### src/rtl/elev_scan_ctrl.sv
// N-floor SCAN elevator controller: per-floor hall-up/hall-down/car pending bits, travel and door timers.
// Optional macro DOOR_REOPEN_EN: same-floor car or sweep-direction hall requests during DOOR extend the open door.
module elev_scan_ctrl #(
   parameter int unsigned N_FLOORS      = 4,
   parameter int unsigned FLOOR_W       = 2,
   parameter int unsigned TRAVEL_CYCLES = 4,
   parameter int unsigned DOOR_CYCLES   = 3
) (
   input  logic                clk,
   input  logic                rst,
   input  logic [N_FLOORS-1:0] hall_up_req,
   input  logic [N_FLOORS-1:0] hall_dn_req,
   input  logic [N_FLOORS-1:0] car_req,
   output logic [1:0]          dout,
   output logic [FLOOR_W-1:0]  cur_floor,
   output logic                door_open,
   output logic [N_FLOORS-1:0] pend_up,
   output logic [N_FLOORS-1:0] pend_dn,
   output logic [N_FLOORS-1:0] pend_car,
   output logic                busy
);

   localparam int unsigned TW = $clog2(TRAVEL_CYCLES + 1);
   localparam int unsigned DW = $clog2(DOOR_CYCLES + 1);
   localparam logic [TW-1:0] TRAV_LOAD = TW'(TRAVEL_CYCLES - 1);
   localparam logic [DW-1:0] DOOR_LOAD = DW'(DOOR_CYCLES - 1);
   localparam logic [1:0] CMD_UP   = 2'b00;
   localparam logic [1:0] CMD_DN   = 2'b01;
   localparam logic [1:0] CMD_STAY = 2'b10;
   // Top floor has no hall-up button, floor 0 has no hall-down button.
   localparam logic [N_FLOORS-1:0] UP_MASK = {1'b0, {(N_FLOORS-1){1'b1}}};
   localparam logic [N_FLOORS-1:0] DN_MASK = {{(N_FLOORS-1){1'b1}}, 1'b0};

   typedef enum logic [1:0] {
      S_IDLE    = 2'd0,
      S_MOVE_UP = 2'd1,
      S_MOVE_DN = 2'd2,
      S_DOOR    = 2'd3
   } state_t;

   state_t               state_q, state_d;
   logic [FLOOR_W-1:0]   cur_floor_q, cur_floor_d;
   logic [N_FLOORS-1:0]  pend_up_q, pend_up_d, pend_dn_q, pend_dn_d, pend_car_q, pend_car_d;
   logic [TW-1:0]        trav_q, trav_d;
   logic [DW-1:0]        door_q, door_d;
   logic                 dir_up_q, dir_up_d;
   logic [1:0]           dout_q, dout_d;
   logic                 door_open_q, door_open_d;
   logic                 busy_q, busy_d;

   logic [N_FLOORS-1:0]  pend_all, clr_up, clr_dn, clr_car;
   logic [FLOOR_W-1:0]   near_up, near_dn, nxt_floor;
   logic                 above, below, go_up;
   logic                 mv_up, arr_ahead, same_h, opp_h, reopen;

   function automatic logic any_gt(input logic [N_FLOORS-1:0] v, input logic [FLOOR_W-1:0] f);
      logic r;
      r = 1'b0;
      for (int unsigned i = 0; i < N_FLOORS; i++)
         if (FLOOR_W'(i) > f) r = r | v[i];
      return r;
   endfunction

   function automatic logic any_lt(input logic [N_FLOORS-1:0] v, input logic [FLOOR_W-1:0] f);
      logic r;
      r = 1'b0;
      for (int unsigned i = 0; i < N_FLOORS; i++)
         if (FLOOR_W'(i) < f) r = r | v[i];
      return r;
   endfunction

   assign pend_all = pend_up_q | pend_dn_q | pend_car_q;
   assign above    = any_gt(pend_all, cur_floor_q);
   assign below    = any_lt(pend_all, cur_floor_q);

   // Closest pending floor on each side of the car.
   always_comb begin : nearest
      near_up = '0;
      near_dn = '0;
      for (int unsigned i = 0; i < N_FLOORS; i++) begin
         if (pend_all[N_FLOORS-1-i] && FLOOR_W'(N_FLOORS-1-i) > cur_floor_q)
            near_up = FLOOR_W'(N_FLOORS-1-i);
         if (pend_all[i] && FLOOR_W'(i) < cur_floor_q)
            near_dn = FLOOR_W'(i);
      end
   end

   assign go_up = above && (!below || ((near_up - cur_floor_q) <= (cur_floor_q - near_dn)));

   always_comb begin : next_state
      state_d     = state_q;
      cur_floor_d = cur_floor_q;
      trav_d      = trav_q;
      door_d      = door_q;
      dir_up_d    = dir_up_q;
      clr_up      = '0;
      clr_dn      = '0;
      clr_car     = '0;
      nxt_floor   = cur_floor_q;
      mv_up       = 1'b0;
      arr_ahead   = 1'b0;
      same_h      = 1'b0;
      opp_h       = 1'b0;
      reopen      = 1'b0;

      case (state_q)
         S_IDLE: begin
            if (pend_all[cur_floor_q]) begin
               state_d  = S_DOOR;
               door_d   = DOOR_LOAD;
               dir_up_d = !(pend_dn_q[cur_floor_q] && !pend_up_q[cur_floor_q] && !pend_car_q[cur_floor_q]);
               clr_up[cur_floor_q]  = 1'b1;
               clr_dn[cur_floor_q]  = 1'b1;
               clr_car[cur_floor_q] = 1'b1;
            end else if (above || below) begin
               state_d  = go_up ? S_MOVE_UP : S_MOVE_DN;
               trav_d   = TRAV_LOAD;
               dir_up_d = go_up;
            end
         end

         S_MOVE_UP, S_MOVE_DN: begin
            if (trav_q != '0) begin
               trav_d = trav_q - TW'(1);
            end else begin
               // Arrival: decide on the floor just reached.
               mv_up       = (state_q == S_MOVE_UP);
               nxt_floor   = mv_up ? cur_floor_q + FLOOR_W'(1) : cur_floor_q - FLOOR_W'(1);
               cur_floor_d = nxt_floor;
               arr_ahead   = mv_up ? any_gt(pend_all, nxt_floor) : any_lt(pend_all, nxt_floor);
               same_h      = mv_up ? pend_up_q[nxt_floor] : pend_dn_q[nxt_floor];
               opp_h       = mv_up ? pend_dn_q[nxt_floor] : pend_up_q[nxt_floor];
               if (pend_car_q[nxt_floor] || same_h || (opp_h && !arr_ahead)) begin
                  state_d = S_DOOR;
                  door_d  = DOOR_LOAD;
                  clr_car[nxt_floor] = 1'b1;
                  clr_up[nxt_floor]  = mv_up ? 1'b1 : !arr_ahead;
                  clr_dn[nxt_floor]  = mv_up ? !arr_ahead : 1'b1;
               end else if (arr_ahead) begin
                  trav_d = TRAV_LOAD;
               end else begin
                  state_d = S_IDLE;
               end
            end
         end

         S_DOOR: begin
`ifdef DOOR_REOPEN_EN
            reopen = pend_car_q[cur_floor_q] ||
                     (dir_up_q ? pend_up_q[cur_floor_q] : pend_dn_q[cur_floor_q]);
`endif
            if (reopen) begin
               door_d = DOOR_LOAD;
               clr_car[cur_floor_q] = 1'b1;
               clr_up[cur_floor_q]  = dir_up_q;
               clr_dn[cur_floor_q]  = !dir_up_q;
            end else if (door_q != '0) begin
               door_d = door_q - DW'(1);
            end else if (dir_up_q ? above : below) begin
               state_d = dir_up_q ? S_MOVE_UP : S_MOVE_DN;
               trav_d  = TRAV_LOAD;
            end else if (dir_up_q ? below : above) begin
               state_d  = dir_up_q ? S_MOVE_DN : S_MOVE_UP;
               trav_d   = TRAV_LOAD;
               dir_up_d = !dir_up_q;
            end else begin
               state_d = S_IDLE;
            end
         end

         default: state_d = S_IDLE;
      endcase

      // New pulses win over a same-cycle clear.
      pend_up_d  = (pend_up_q  & ~clr_up)  | (hall_up_req & UP_MASK);
      pend_dn_d  = (pend_dn_q  & ~clr_dn)  | (hall_dn_req & DN_MASK);
      pend_car_d = (pend_car_q & ~clr_car) | car_req;

      dout_d      = (state_d == S_MOVE_UP) ? CMD_UP : ((state_d == S_MOVE_DN) ? CMD_DN : CMD_STAY);
      door_open_d = (state_d == S_DOOR);
      busy_d      = (state_d != S_IDLE) || (|(pend_up_d | pend_dn_d | pend_car_d));
   end

   always_ff @(posedge clk or posedge rst) begin
      if (rst) begin
         state_q     <= S_IDLE;
         cur_floor_q <= '0;
         pend_up_q   <= '0;
         pend_dn_q   <= '0;
         pend_car_q  <= '0;
         trav_q      <= '0;
         door_q      <= '0;
         dir_up_q    <= 1'b1;
         dout_q      <= CMD_STAY;
         door_open_q <= 1'b0;
         busy_q      <= 1'b0;
      end else begin
         state_q     <= state_d;
         cur_floor_q <= cur_floor_d;
         pend_up_q   <= pend_up_d;
         pend_dn_q   <= pend_dn_d;
         pend_car_q  <= pend_car_d;
         trav_q      <= trav_d;
         door_q      <= door_d;
         dir_up_q    <= dir_up_d;
         dout_q      <= dout_d;
         door_open_q <= door_open_d;
         busy_q      <= busy_d;
      end
   end

   assign dout      = dout_q;
   assign cur_floor = cur_floor_q;
   assign door_open = door_open_q;
   assign pend_up   = pend_up_q;
   assign pend_dn   = pend_dn_q;
   assign pend_car  = pend_car_q;
   assign busy      = busy_q;

endmodule
### config.mk
export PLATFORM = sky130hd
export DESIGN_NAME = elev_scan_ctrl
export DESIGN_NICKNAME = d
export VERILOG_FILES = /design/src/rtl/elev_scan_ctrl.sv
export SDC_FILE = /design/constraint.sdc
export NUM_CORES = 1
export LEC_CHECK = 0
export ABC_AREA = 1
export ABC_CLOCK_PERIOD_IN_PS = 4350
export BUFFER_PORTS_ARGS = -buffer_cell sky130_fd_sc_hd__buf_2
export CAP_MARGIN = 20
export CELL_PAD_IN_SITES_DETAIL_PLACEMENT = 1
export CELL_PAD_IN_SITES_GLOBAL_PLACEMENT = 1
export CORE_MARGIN = 2
export CORE_UTILIZATION = 30
export CTS_CLUSTER_SIZE = 14
export DETAILED_ROUTE_END_ITERATION = 6
export PLACE_DENSITY_LB_ADDON = 0.1
export SYNTH_ARGS = -nofsm -noshare
export SYNTH_HDL_FRONTEND = slang
export SYNTH_SLANG_ARGS = --single-unit
### constraint.sdc
create_clock -name clk -period 4.35 [get_ports clk]
set_clock_uncertainty 0.15 [all_clocks]
set_input_delay 0.2175 -clock clk [delete_from_list [all_inputs] [get_ports clk]]
set_output_delay 0.2175 -clock clk [all_outputs]
set_load 0.01 [all_outputs]
* Word-level counts from Yosys, hierarchy flattened *
Index checks and enable logic that the tools add are counted.

word-level totals
  bits in registers = 26
  input bits = 14
  output and inout port bits = 18
  word-level logic and storage cells = 229

cells by class
  $lt $le $gt $ge = 21
  muxes and demuxes = 109
  add/subtract/negate cells = 6
  reductions and logical operators = 35
  equality and inequality tests = 19
  bitwise logic cells = 28

operators with widths
  operator                                                               number
  1-bit 2-to-1 mux                                                       54
  2-bit 2-to-1 mux                                                       24
  4-bit 2-to-1 mux                                                       7
  3-bit 2-to-1 mux                                                       8
  4-bit OR                                                               6
  4-bit case mux with 2 select lines                                     3
  4-bit AND                                                              5
  2-bit != test (second input constant)                                  9
  1-bit binary-select mux with 2-bit select                              7
  1-bit logical AND                                                      13
  3-bit != test (second input constant)                                  4
  4-bit NOT                                                              3
  1-bit OR                                                               12
  2-bit case mux with 3 select lines                                     2
  3-bit case mux with 3 select lines                                     1
  2-bit == test (second input constant)                                  4
  1-bit by 2-bit > comparator with 1-bit output (first input constant)   4
  2-bit > comparator (first input constant)                              4
  1-bit by 2-bit < comparator with 1-bit output (first input constant)   4
  2-bit < comparator (first input constant)                              4
  1-bit zero test                                                        6
  2-bit by 3-bit < comparator with 1-bit output (second input constant)  2
  6-bit AND reduction                                                    1
  2-bit nonzero test                                                     3
  other kinds (19)                                                       28

* Depth between registers and ports, before layout *
Gate-level depths: netlist of run 1.

  depth in word-level cells = 32
  depth in mapped cells = 25

* Worst setup path before layout of run 1 *
OpenSTA, ideal clock, no wires.

  path type = register to register
  from = reg cur_floor_q[0], in the netlist cur_floor[0]
  to = reg busy_q, in the netlist busy
  cell stages (with the launch flop) = 26
  slack = 0.912 ns
  period minus slack after synthesis = 3.438 ns
  data arrival time = 3.223 ns
  library setup time = 0.065 ns
  path buffers = 1
  data required time = 4.135 ns
  cells stage by stage = dfrtp_1 > inv_2 > buf_2 > ha_1 > nor2_1 > nand2_1 > a31oi_1 > ha_1 > xor2_1 > xor2_1 > ha_1 > inv_1 > nor2_1 > nor2_1 > a21oi_1 > a21oi_1 > a21oi_1 > inv_1 > a32oi_1 > inv_1 > ha_1 > nand3_1 > nor2_1 > nand2_1 > nor2_1 > nand2_1

on the way
  elaborated cells on any way between the ends = 149
  classes of those cells = 4 x add/sub; 21 x order compare; 79 x mux; 25 x bitwise; 20 x reduce/logical

RTL lines
  what                                                                                                            line    text
  start: declaration                                                                                              42      logic [FLOOR_W-1:0] cur_floor_q, cur_floor_d;
  start signal: assignment                                                                                        199     cur_floor_q <= cur_floor_d;
  2-bit by 1-bit subtractor with 2-bit output or 2-bit by 1-bit adder with 2-bit output (tied branches)           128     nxt_floor = mv_up ? cur_floor_q + FLOOR_W'(1) : cur_floor_q - FLOOR_W'(1);
  2-bit 2-to-1 mux                                                                                                128
  1-bit by 2-bit < comparator with 1-bit output or 1-bit by 2-bit > comparator with 1-bit output (tied branches)  68, 60
  1-bit 2-to-1 mux (on tied branches)                                                                             68, 60
  1-bit 2-to-1 mux                                                                                                123     if (trav_q != '0) begin
  1-bit 2-to-1 mux                                                                                                106     case (state_q)
  1-bit OR (on tied branches)                                                                                     68, 60
  1-bit 2-to-1 mux (on tied branches)                                                                             68, 60
  (+13 left out)                                                                                                  -
  1-bit logical OR                                                                                                133     if (pend_car_q[nxt_floor] || same_h || (opp_h && !arr_ahead)) begin
  2-bit 2-to-1 mux                                                                                                133
  2-bit 2-to-1 mux                                                                                                123
  2-bit case mux with 3 select lines (*)                                                                          106
  via state_d[1]                                                                                                  41      state_t state_q, state_d;
  2-bit nonzero test (*)                                                                                          181     busy_d = (state_d != S_IDLE) || (|(pend_up_d | pend_dn_d | pend_car_d));
  1-bit logical OR (*)                                                                                            181
  via busy_d                                                                                                      49      logic busy_q, busy_d;
  end signal: assignment                                                                                          208     busy_q <= busy_d;
  end: declaration                                                                                                49

The timed path passes the listed nets; every way through them passes the cells marked *. The select of a mux whose other input is x is not followed.
A chain may end at the register's enable or synchronous reset.

* Worst setup path in the final report of run 1 *
Ends and elaborated chain as after synthesis.

==> impl_metrics.json, run 1 <==
{
  "syn_nets": 350,
  "synth_area_leaders": "dfrtp_1, nand2_1, ha_1",
  "via_per_inst": 4.65,
  "synth_area_leader_cell": "dfrtp_1",
  "drc": 0,
  "antenna_found_initial": 0,
  "core_um2": 6870,
  "internal_power_uw": 318,
  "vias": 2087,
  "grt_pass1_wl_um": 10600,
  "wl_per_cell_um": 14.1,
  "clockRootBuffer": "clkbuf_8",
  "cts_max_level": 1,
  "initial_core_util_pct": 31.4,
  "syn_area_per_cell_um2": 6.87,
  "cap_violations": 0,
  "grt_usage_pct": 17.4,
  "worst_pin_slew_ns": 0.628,
  "yosys.area.top_type_share_pct": 27.9,
  "cts.sinks": 26,
  "setup_viol": 0,
  "path_max_fanout": 17,
  "p_total_uw": 406,
  "synthArstFlopShare_pct": 100,
  "final_cell_mix": "nand2_1, inv_1, nor2_1, buf_2, dfrtp_1",
  "dr.pass1.iters": 4,
  "r2r_slack_ns": 0.55,
  "post-route-period-util_pct": 87.3,
  "clockBufferDepth": 2,
  "hpwl_um": 5150,
  "slew_viol_final": 0,
  "rsz0062_at_grt": "no",
  "required_ns": 4.42,
  "peakVddDrop_mv": 0.118,
  "p_leak_nw": 1.36,
  "min_period_ns": 3.80,
  "hold_slack_ns": 0.00194,
  "port_buffers": 29,
  "grt-ovfl-total": 0,
  "drt_wl_total_um": 6340,
  "grt_max_degree": 18,
  "p_sw_uw": 87.8,
  "p_sw_share_pct": 21.6,
  "final_util_pct": 37.4,
  "clkPwrFrac_pct": 35.4,
  "max_freq_ghz": 0.263,
  "slowest_delay_ns": 0.48,
  "power.density_nw_per_um2": 158,
  "num_io_pins": 32,
  "ys.warnings.count": 0,
  "dieArea_um2": 7880,
  "die_h_um": 88.8,
  "final_common_cell": "nand2_1",
  "area_growth_pct": 19.0,
  "ys_seq_area_share_pct": 30.3,
  "crit_chain": "inv_2 -> ha_1 -> nor2_1 -> nand2_1 -> a31oi_1 -> ha_1 -> xor2_1 -> xor2_1 -> ha_1 -> inv_1 -> nor2_1 -> nor2_1 -> a21oi_1 -> a21oi_1 -> a21oi_1 -> inv_1 -> a32oi_2 -> inv_1 -> ha_1 -> nand3_1 -> nor2_1 -> nand2_1 -> nor2_1 -> nand2_1",
  "gp_congestion": 0.816,
  "slew_headroom_pct": 58.1,
  "finalNonFillerCells": 449,
  "row_count": 30,
  "clock_latency_ns": 0.27,
  "syn_inst": 314,
  "layout-drive-gt1-share_pct": 16.7,
  "hp-class": "in2reg",
  "netlist_area_um2": 2160,
  "grt_pass1_vias": 2103,
  "antennaDiodeCount": 0,
  "crit_path_top_delay_cell": "dfrtp_1",
  "start_kind": "flop",
  "arrival_ns": 3.86,
  "drt_iter0_markers": 66,
  "crit_type": "reg2reg",
  "cp-end-kind": "flop",
  "synth-main-ff-cell": "dfrtp_1",
  "final_net_count": 390,
  "pwr-share-seq_pct": 59.6,
  "synth_seq_cells": 26,
  "combPwrFrac_pct": 5.0,
  "clkTransAtPathRegs_ns": 0.09,
  "tns_ns": 0,
  "place_inst": 438,
  "hold_violations": 0,
  "critPathMostFrequentCell": "nor2_1",
  "status": "completed",
  "die_x_um": 88.8,
  "synth_edf_count": 0,
  "synth_cell_type_count": 31,
  "cts_tree": "built",
  "ant_nets": 0,
  "cts_made_buffers": 3
}
==> area by class of cell <==
class,count,area (um^2)
sequential,26,654
tap,96,120
timing repair buffer,38,250
fill,897,4300
multi-input combinational,232,1300
clock buffer,4,45.0
inverter,53,199
==> layer usage <==
layer / routed length [um] / global-route usage (%) / share of wire, %
met5: 0 / 0 / 0
met1: 3410 / 26.5 / 54
met2: 2790 / 27.1 / 44
met4: 29 / 3.72 / 0.46
met3: 118 / 1.12 / 1.9
==> registers in the layout, indices dropped and copies added, names as in the netlist <==
| signal | flops |
|---|---|
| pend_car | 4 |
| pend_dn | 4 |
| pend_up | 4 |
| trav_q | 3 |
| cur_floor | 2 |
| door_q | 2 |
| dout | 2 |
| state_q | 2 |
| busy | 1 |
| dir_up_q | 1 |
| door_open | 1 |
==> power groups by stage <==
stage | logic (mW) | registers (mW) | clock network, mW
floorplan | 0.00591 | 0.247 | 0
detailed placement | 0.0163 | 0.247 | 0
global placement | 0.0129 | 0.247 | 0
CTS | 0.0210 | 0.242 | 0.151
global route | 0.0235 | 0.242 | 0.158
finish | 0.0203 | 0.242 | 0.144
==> cell families after synthesis <==
kind of cell    share of synthesized area, %
fa+ha+maj                               12.8
simple gates                            33.2
xor+xnor                                2.03
compound gates                          11.8
buf+inv                                 9.87
flops                                   30.3
==> path summary, 6_finish.rpt <==
| path | startpoint | to | cells after the start |
|---|---|---|---|
| max in group asynchronous | rst | dir_up_q | 4 |
| worst max register to register | cur_floor[0] | busy | 24 |
| worst max-delay path | cur_floor[0] | busy | 24 |
| min in group asynchronous | rst | pend_car[2] | 3 |
| worst min-delay path | hall_up_req[2] | pend_up[2] | 3 |
| worst min register to register | trav_q[0] | trav_q[0] | 2 |
==> metrics by stage <==
step	setup WS (ns)	instance area, um^2
after floorplan	0.912	2160
after global placement	0.467	2410
after detailed placement	0.309	2440
after CTS	0.269	2560
after global routing	0.0830	2570
final	0.554	2570
==> cells in the mapped netlist (2+ instances only) <==
cell and count:
nand2_1 83, inv_1 48, nor2_1 35, dfrtp_1 24, ha_1 22, nand3_1 19
o21ai_0 13, a21oi_1 12, nand2_2 10, o211ai_1 6, a31oi_1 4, inv_2 4
nor3_1 4, nand2_4 3, nand4_1 3, xor2_1 3, a32oi_1 2, buf_2 2
dfstp_2 2, nor2_2 2, o21ai_1 2, xnor2_1 2
==> critical path, delay by kind of cell (launching register included) <==
kind,cells,cell delay (ns)
AND/OR/NAND/NOR,9,0.56
XOR/XNOR,2,0.32
adder cells (fa/ha/maj),4,0.93
AO/OA/AOI/OAI,5,0.82
flip-flops,1,0.48
buffers and inverters,4,0.48
==> repair_timing <==
item,4_1_cts,5_1_grt
setup endpoints to repair,0,1
resized for setup,0,2
hold buffers,7,0
setup buffers,0,0
endpoints found under the hold margin,19,0
Power figures use the tool's default switching activity.
==> run 2: changes to the inputs <==
Settings changed: ABC_AREA 1 to unset, REMOVE_ABC_BUFFERS set to 1, SLEW_MARGIN set to 20.
==> run 2 against run 1 <==
Compared with the run above:
- design area rose by 2.3%
- critical path depth decreased by 12
- global-route usage decreased by 0.17 points
- flip-flop and latch count unchanged
- non-clock buffer count rose by 1
- power rose to 4.9 times the previous value
- clock-buffer cell count is 1 lower
- hold slack better by 0.0081 ns
- synthesized cell count fell by 26%
- setup slack worse by 0.16 ns
- register-to-register slack got worse by 0.16 ns
==> impl_metrics.json, run 2 <==
{
  "status": "completed",
  "layout-drive-gt1-share_pct": 23.0,
  "cts.sinks": 26,
  "clockBufferDepth": 2,
  "rsz0062_at_grt": "no",
  "grt_max_degree": 27,
  "syn_area_per_cell_um2": 9.57,
  "die_x_um": 90.0,
  "gp_congestion": 0.803,
  "crit_buf_inv": 1,
  "syn_inst": 232,
  "cts_tree": "built",
  "hold_violations": 0,
  "grt-ovfl-total": 0,
  "clkTransAtPathRegs_ns": 0.11,
  "grt_usage_pct": 17.3,
  "antennaDiodeCount": 0,
  "synth_area_leaders": "dfrtp_1, ha_1, mux4_2",
  "netlist_area_um2": 2220,
  "seq_area_um2": 653,
  "synth_area_leader_cell": "dfrtp_1",
  "final_common_cell": "buf_2",
  "fillers": 871,
  "final_util_pct": 36.4,
  "slew_headroom_pct": 64.7,
  "critPathMostFrequentCell": "ha_1",
  "cap_violations": 0,
  "setup_viol": 0,
  "initial_core_util_pct": 30.8,
  "antenna_found_initial": 0,
  "post-route-period-util_pct": 91.0,
  "cts_max_level": 1,
  "cts_setup_buffers": 0,
  "slew_viol_final": 0,
  "synthArstFlopShare_pct": 100,
  "synth_seq_cells": 26,
  "ys_seq_area_share_pct": 29.4,
  "dr.pass1.iters": 4,
  "synth_edf_count": 0,
  "crit_path_top_delay_cell": "ha_1",
  "arrival_ns": 3.97,
  "required_ns": 4.36,
  "grt_pass1_wl_um": 11400,
  "port_buffers": 29,
  "min_period_ns": 3.96,
  "synth_cell_type_count": 66,
  "num_io_pins": 32,
  "synth-main-ff-cell": "dfrtp_1",
  "final_area_um2": 2630,
  "start_kind": "flop",
  "yosys.area.top_type_share_pct": 27.0,
  "dieArea_um2": 8110,
  "core_um2": 7210,
  "clockRootBuffer": "clkbuf_8",
  "wl_per_cell_um": 18.4,
  "crit_chain": "inv_1 -> ha_1 -> xnor2_2 -> mux4_2 -> mux2_2 -> a32oi_4 -> o21ai_0 -> o32ai_1 -> ha_1 -> nand2_1 -> nor4_1 -> nand4_1",
  "placedInstanceArea_um2": 2480,
  "final_net_count": 306,
  "power.density_nw_per_um2": 753,
  "hpwl_um": 5330,
  "area_growth_pct": 18.3,
  "grt_pass1_vias": 2115,
  "slowest_delay_ns": 0.43,
  "worst_pin_slew_ns": 0.530,
  "cp-end-kind": "flop",
  "peakVddDrop_mv": 0.252,
  "crit_family": "compound AO/OA/AOI/OAI gates",
  "p_leak_nw": 1.07,
  "max_freq_ghz": 0.253,
  "tns_ns": 0,
  "place_inst": 358,
  "drc": 0,
  "clock_latency_ns": 0.28,
  "ys.warnings.count": 0,
  "yosysMostFrequentCell": "dfrtp_1",
  "row_count": 31,
  "vias": 2027,
  "hp-class": "in2reg",
  "crit_type": "reg2reg",
  "yosys-top-cells-count": "dfrtp_1, ha_1, nand2_1",
  "worst_slack_ns": 0.390,
  "multiInputGateArea_um2": 1480,
  "final_cell_mix": "buf_2, dfrtp_1, ha_1, nand2_1, o21ai_0",
  "cts_made_buffers": 3,
  "dp_slack_ns": 0.334,
  "die_h_um": 90.0,
  "finalNonFillerCells": 368,
  "via_per_inst": 5.51,
  "drt_iter0_markers": 83,
  "ant_nets": 0,
  "drt_wl_total_um": 6770,
  "path_max_fanout": 8
}
==> run 2: cell types whose count changed after synthesis, sizes merged, moves of 4 or more <==
cell / before / now
a21o: 1 / 7
inv: 52 / 15
mux4: 0 / 5
nand2: 96 / 20
nand3: 20 / 2
nor2: 37 / 8
nor2b: 0 / 5
nor3: 4 / 8
==> run 2: worst paths after layout <==
check	start	end	slack, ns	depth (start not counted)
worst max-delay path	cur_floor[0]	busy	0.39	12
worst min register to register	door_q[1]	door_q[1]	0.38	1
worst max register to register	cur_floor[0]	busy	0.39	12
max in group asynchronous	rst	trav_q[0]	3.36	4
min in group asynchronous	rst	cur_floor[1]	0.27	3
worst min-delay path	car_req[2]	pend_car[2]	0.01	3
==> run 2: repair_timing <==
item	CTS	global route
hold buffers	4	1
endpoints found under the setup margin	0	1
resized for setup	0	1
hold endpoints to repair	4	9
==> run 2: logic make-up (layout without fill, tap and decap cells) <==
kind of cell,after synthesis,in the layout,share of synthesized area [%]
compound gates,82,82,26.9
simple gates,66,66,16.7
flops,26,26,29.4
fa+ha+maj,22,22,12.4
buf+inv,21,58,4.11
mux,10,10,7.83
xor+xnor,5,5,2.65
==> run 2: layout make-up <==
class | count | area share [%]
flip-flops and latches | 26 | 24.9
multi-input cells | 185 | 56.4
well taps | 99 | 4.72
clock buffers | 3 | 1.57
repair buffers | 39 | 9.15
clock inverters | 1 | 1.14
inverters | 15 | 2.14
==> run 2: metrics by stage <==
| step | power, mW | hold slack, ns |
|---|---|---|
| after floorplan | 1.38 | 0.106 |
| after global placement | 1.76 | 0.268 |
| after detailed placement | 1.77 | 0.270 |
| after CTS | 1.99 | 0.0104 |
| after global routing | 2.17 | 0.0209 |
| final | 1.98 | 0.0100 |
==> run 2: report_power, final <==
group / switching (mW) / total (mW) / internal [mW] / leakage (nW)
clock: 0.0850 / 0.208 / 0.123 / 0.0357
combinational: 0.798 / 1.36 / 0.557 / 0.756
sequential: 0.0852 / 0.413 / 0.328 / 0.279
==> run 2: worst reg2reg max path: stages (launching register included) <==
cell     delay, ns
dfrtp_1       0.38
inv_1         0.24
ha_1          0.43
xnor2_2       0.35
mux4_2        0.34
mux2_2        0.32
a32oi_4       0.38
o21ai_0       0.20
o32ai_1       0.39
ha_1          0.28
nand2_1       0.07
nor4_1        0.20
nand4_1       0.13
==> run 2: per-layer routing <==
metal  vias to the layer above  part of all wire (%)  GRT usage [%]
met5                         -                     0              0
met4                         0                  0.83           3.59
met3                         5                   1.7           1.01
met2                        25                    44           26.5
met1                      1025                    53           26.7
li1                        972                     -              -
==> run 3: changes to the inputs <==
Settings changed: ABC_AREA set to 1.
==> run 3 against run 2 <==
Compared with the run above:
- the run now ends with hold timing left
- die area fell by 2.8%
- global-route usage is 0.16 points lower
- flip-flop and latch count unchanged
- utilization up 0.94 points
- first-iteration DRC count down 34%
- maximum frequency increased by 2.2%
==> impl_metrics.json, run 3 (synthesized netlist as in run 1, its figures left out) <==
{
  "cts.sinks": 26,
  "final_util_pct": 37.3,
  "drt_wl_total_um": 6330,
  "setup_viol": 0,
  "hp-class": "in2reg",
  "die_h_um": 88.8,
  "core_um2": 6870,
  "p_leak_nw": 1.36,
  "dr.pass1.iters": 4,
  "grt_pass1_wl_um": 10300,
  "cp-end-kind": "flop",
  "placedInstanceArea_um2": 2450,
  "clkTransAtPathRegs_ns": 0.09,
  "status": "finished with violations",
  "path_max_fanout": 17,
  "row_count": 30,
  "grt-ovfl-total": 0,
  "final_common_cell": "nand2_1",
  "ant_nets": 0,
  "area_growth_pct": 19.0,
  "power.density_nw_per_um2": 159,
  "cts_tree": "built",
  "clockBufferDepth": 2,
  "initial_core_util_pct": 31.4,
  "final_net_count": 391,
  "max_freq_ghz": 0.258,
  "antenna_found_initial": 0,
  "crit_type": "reg2reg",
  "place_inst": 439,
  "hold_slack_ns": -0.00567,
  "whs_endpoint": "pend_dn[2]",
  "hold_violations": 1,
  "slew_headroom_pct": 57.7,
  "rsz0062_at_grt": "no",
  "hpwl_um": 5170,
  "wl_per_cell_um": 14.1,
  "worstHoldStart": "hall_dn_req[2]",
  "layout-drive-gt1-share_pct": 16.4,
  "cap_violations": 0,
  "start_kind": "flop",
  "cts_max_level": 1,
  "arrival_ns": 3.94,
  "dieArea_um2": 7880,
  "r2r_cells": 24,
  "post-route-period-util_pct": 89.0,
  "clockRootBuffer": "clkbuf_8",
  "antennaDiodeCount": 0,
  "grt_max_degree": 18,
  "worst_pin_slew_ns": 0.633,
  "cts_made_buffers": 3,
  "die_x_um": 88.8,
  "hold_path_depth": 3,
  "violations": "hold timing",
  "final_area_um2": 2560,
  "drc": 0,
  "clock_latency_ns": 0.27,
  "regToRegStartpoint": "cur_floor[0]",
  "grt_usage_pct": 17.1,
  "min_period_ns": 3.87,
  "reg2reg_to": "busy",
  "slew_viol_final": 0,
  "via_per_inst": 4.64,
  "grt_pass1_vias": 2027,
  "peakVddDrop_mv": 0.104,
  "gp_congestion": 0.815,
  "vias": 2086,
  "tns_ns": 0,
  "num_io_pins": 32,
  "finalNonFillerCells": 450,
  "port_buffers": 29,
  "r2r_slack_ns": 0.48,
  "drt_iter0_markers": 55,
  "ctsResizeCount": 0,
  "final_cell_mix": "nand2_1, inv_1, nor2_1, buf_2, dfrtp_1",
  "required_ns": 4.42
}
[run 3: cell count changes in the layout (fill, tap and decap cells not counted), moves of 6 or more]
cell / delta
inv_1: +34
nand2_1: +63
nor2_1: +27
a21o_1: -6
nand2_2: +10
nand3_1: +17
[run 3: worst max path at each step]
stage | startpoint | to | slack [ns]
floorplan | cur_floor[0] | busy | 0.82
detailed placement | cur_floor[0] | busy | 0.47
CTS | cur_floor[0] | busy | 0.43
global placement | cur_floor[0] | busy | 0.55
finish | cur_floor[0] | busy | 0.48
global route | cur_floor[0] | busy | 0.01
[run 3: repair_timing]
item | in CTS | in global routing
buffers inserted | 0 | 0
hold buffers | 7 | 0
hold endpoints to repair | 19 | 0
[run 3: layout make-up]
cell class / count / area (um^2)
flip-flops and latches: 26 / 653
well taps: 96 / 120
clock buffers: 4 / 45.0
repair buffers: 39 / 258
inverters: 53 / 199
multi-input cells: 232 / 1290
fillers: 895 / 4300
[run 3: power by group]
part | leakage [nW] | switching, mW | internal [mW]
registers | 0.298 | 0.000165 | 0.242
clock network | 0.0228 | 0.0796 | 0.0657
logic | 1.04 | 0.00959 | 0.0110
[run 3: metal layers]
layer	GRT usage, %	wire length (um)	up-vias
li1	-	-	1079
met5	0	0	-
met3	1.59	95	4
met4	3.31	49	0
met1	26.0	3350	980
met2	26.5	2840	23
[run 3: critical path: stages (launching register included)]
cell and delay [ns]:
dfrtp_1 0.48, inv_2 0.19, ha_1 0.27, nor2_1 0.09, nand2_1 0.09, a31oi_1 0.16, ha_1 0.18, xor2_1 0.18
xor2_1 0.10, ha_1 0.30, inv_1 0.04, nor2_1 0.08, nor2_1 0.05, a21oi_1 0.17, a21oi_1 0.13, a21oi_1 0.15
inv_1 0.06, a32oi_1 0.39, inv_1 0.09, ha_1 0.19, nand3_1 0.08, nor2_1 0.05, nand2_1 0.05, nor2_1 0.04
nand2_1 0.06
[run 3: through the flow]
stage	hold slack (ns)	power (mW)	worst slack, ns
after floorplan	0.106	0.253	0.820
after global placement	0.268	0.260	0.546
after detailed placement	0.179	0.263	0.470
after CTS	0.00190	0.414	0.427
after global routing	0.0108	0.424	0.0141
final	-0.00567	0.408	0.477
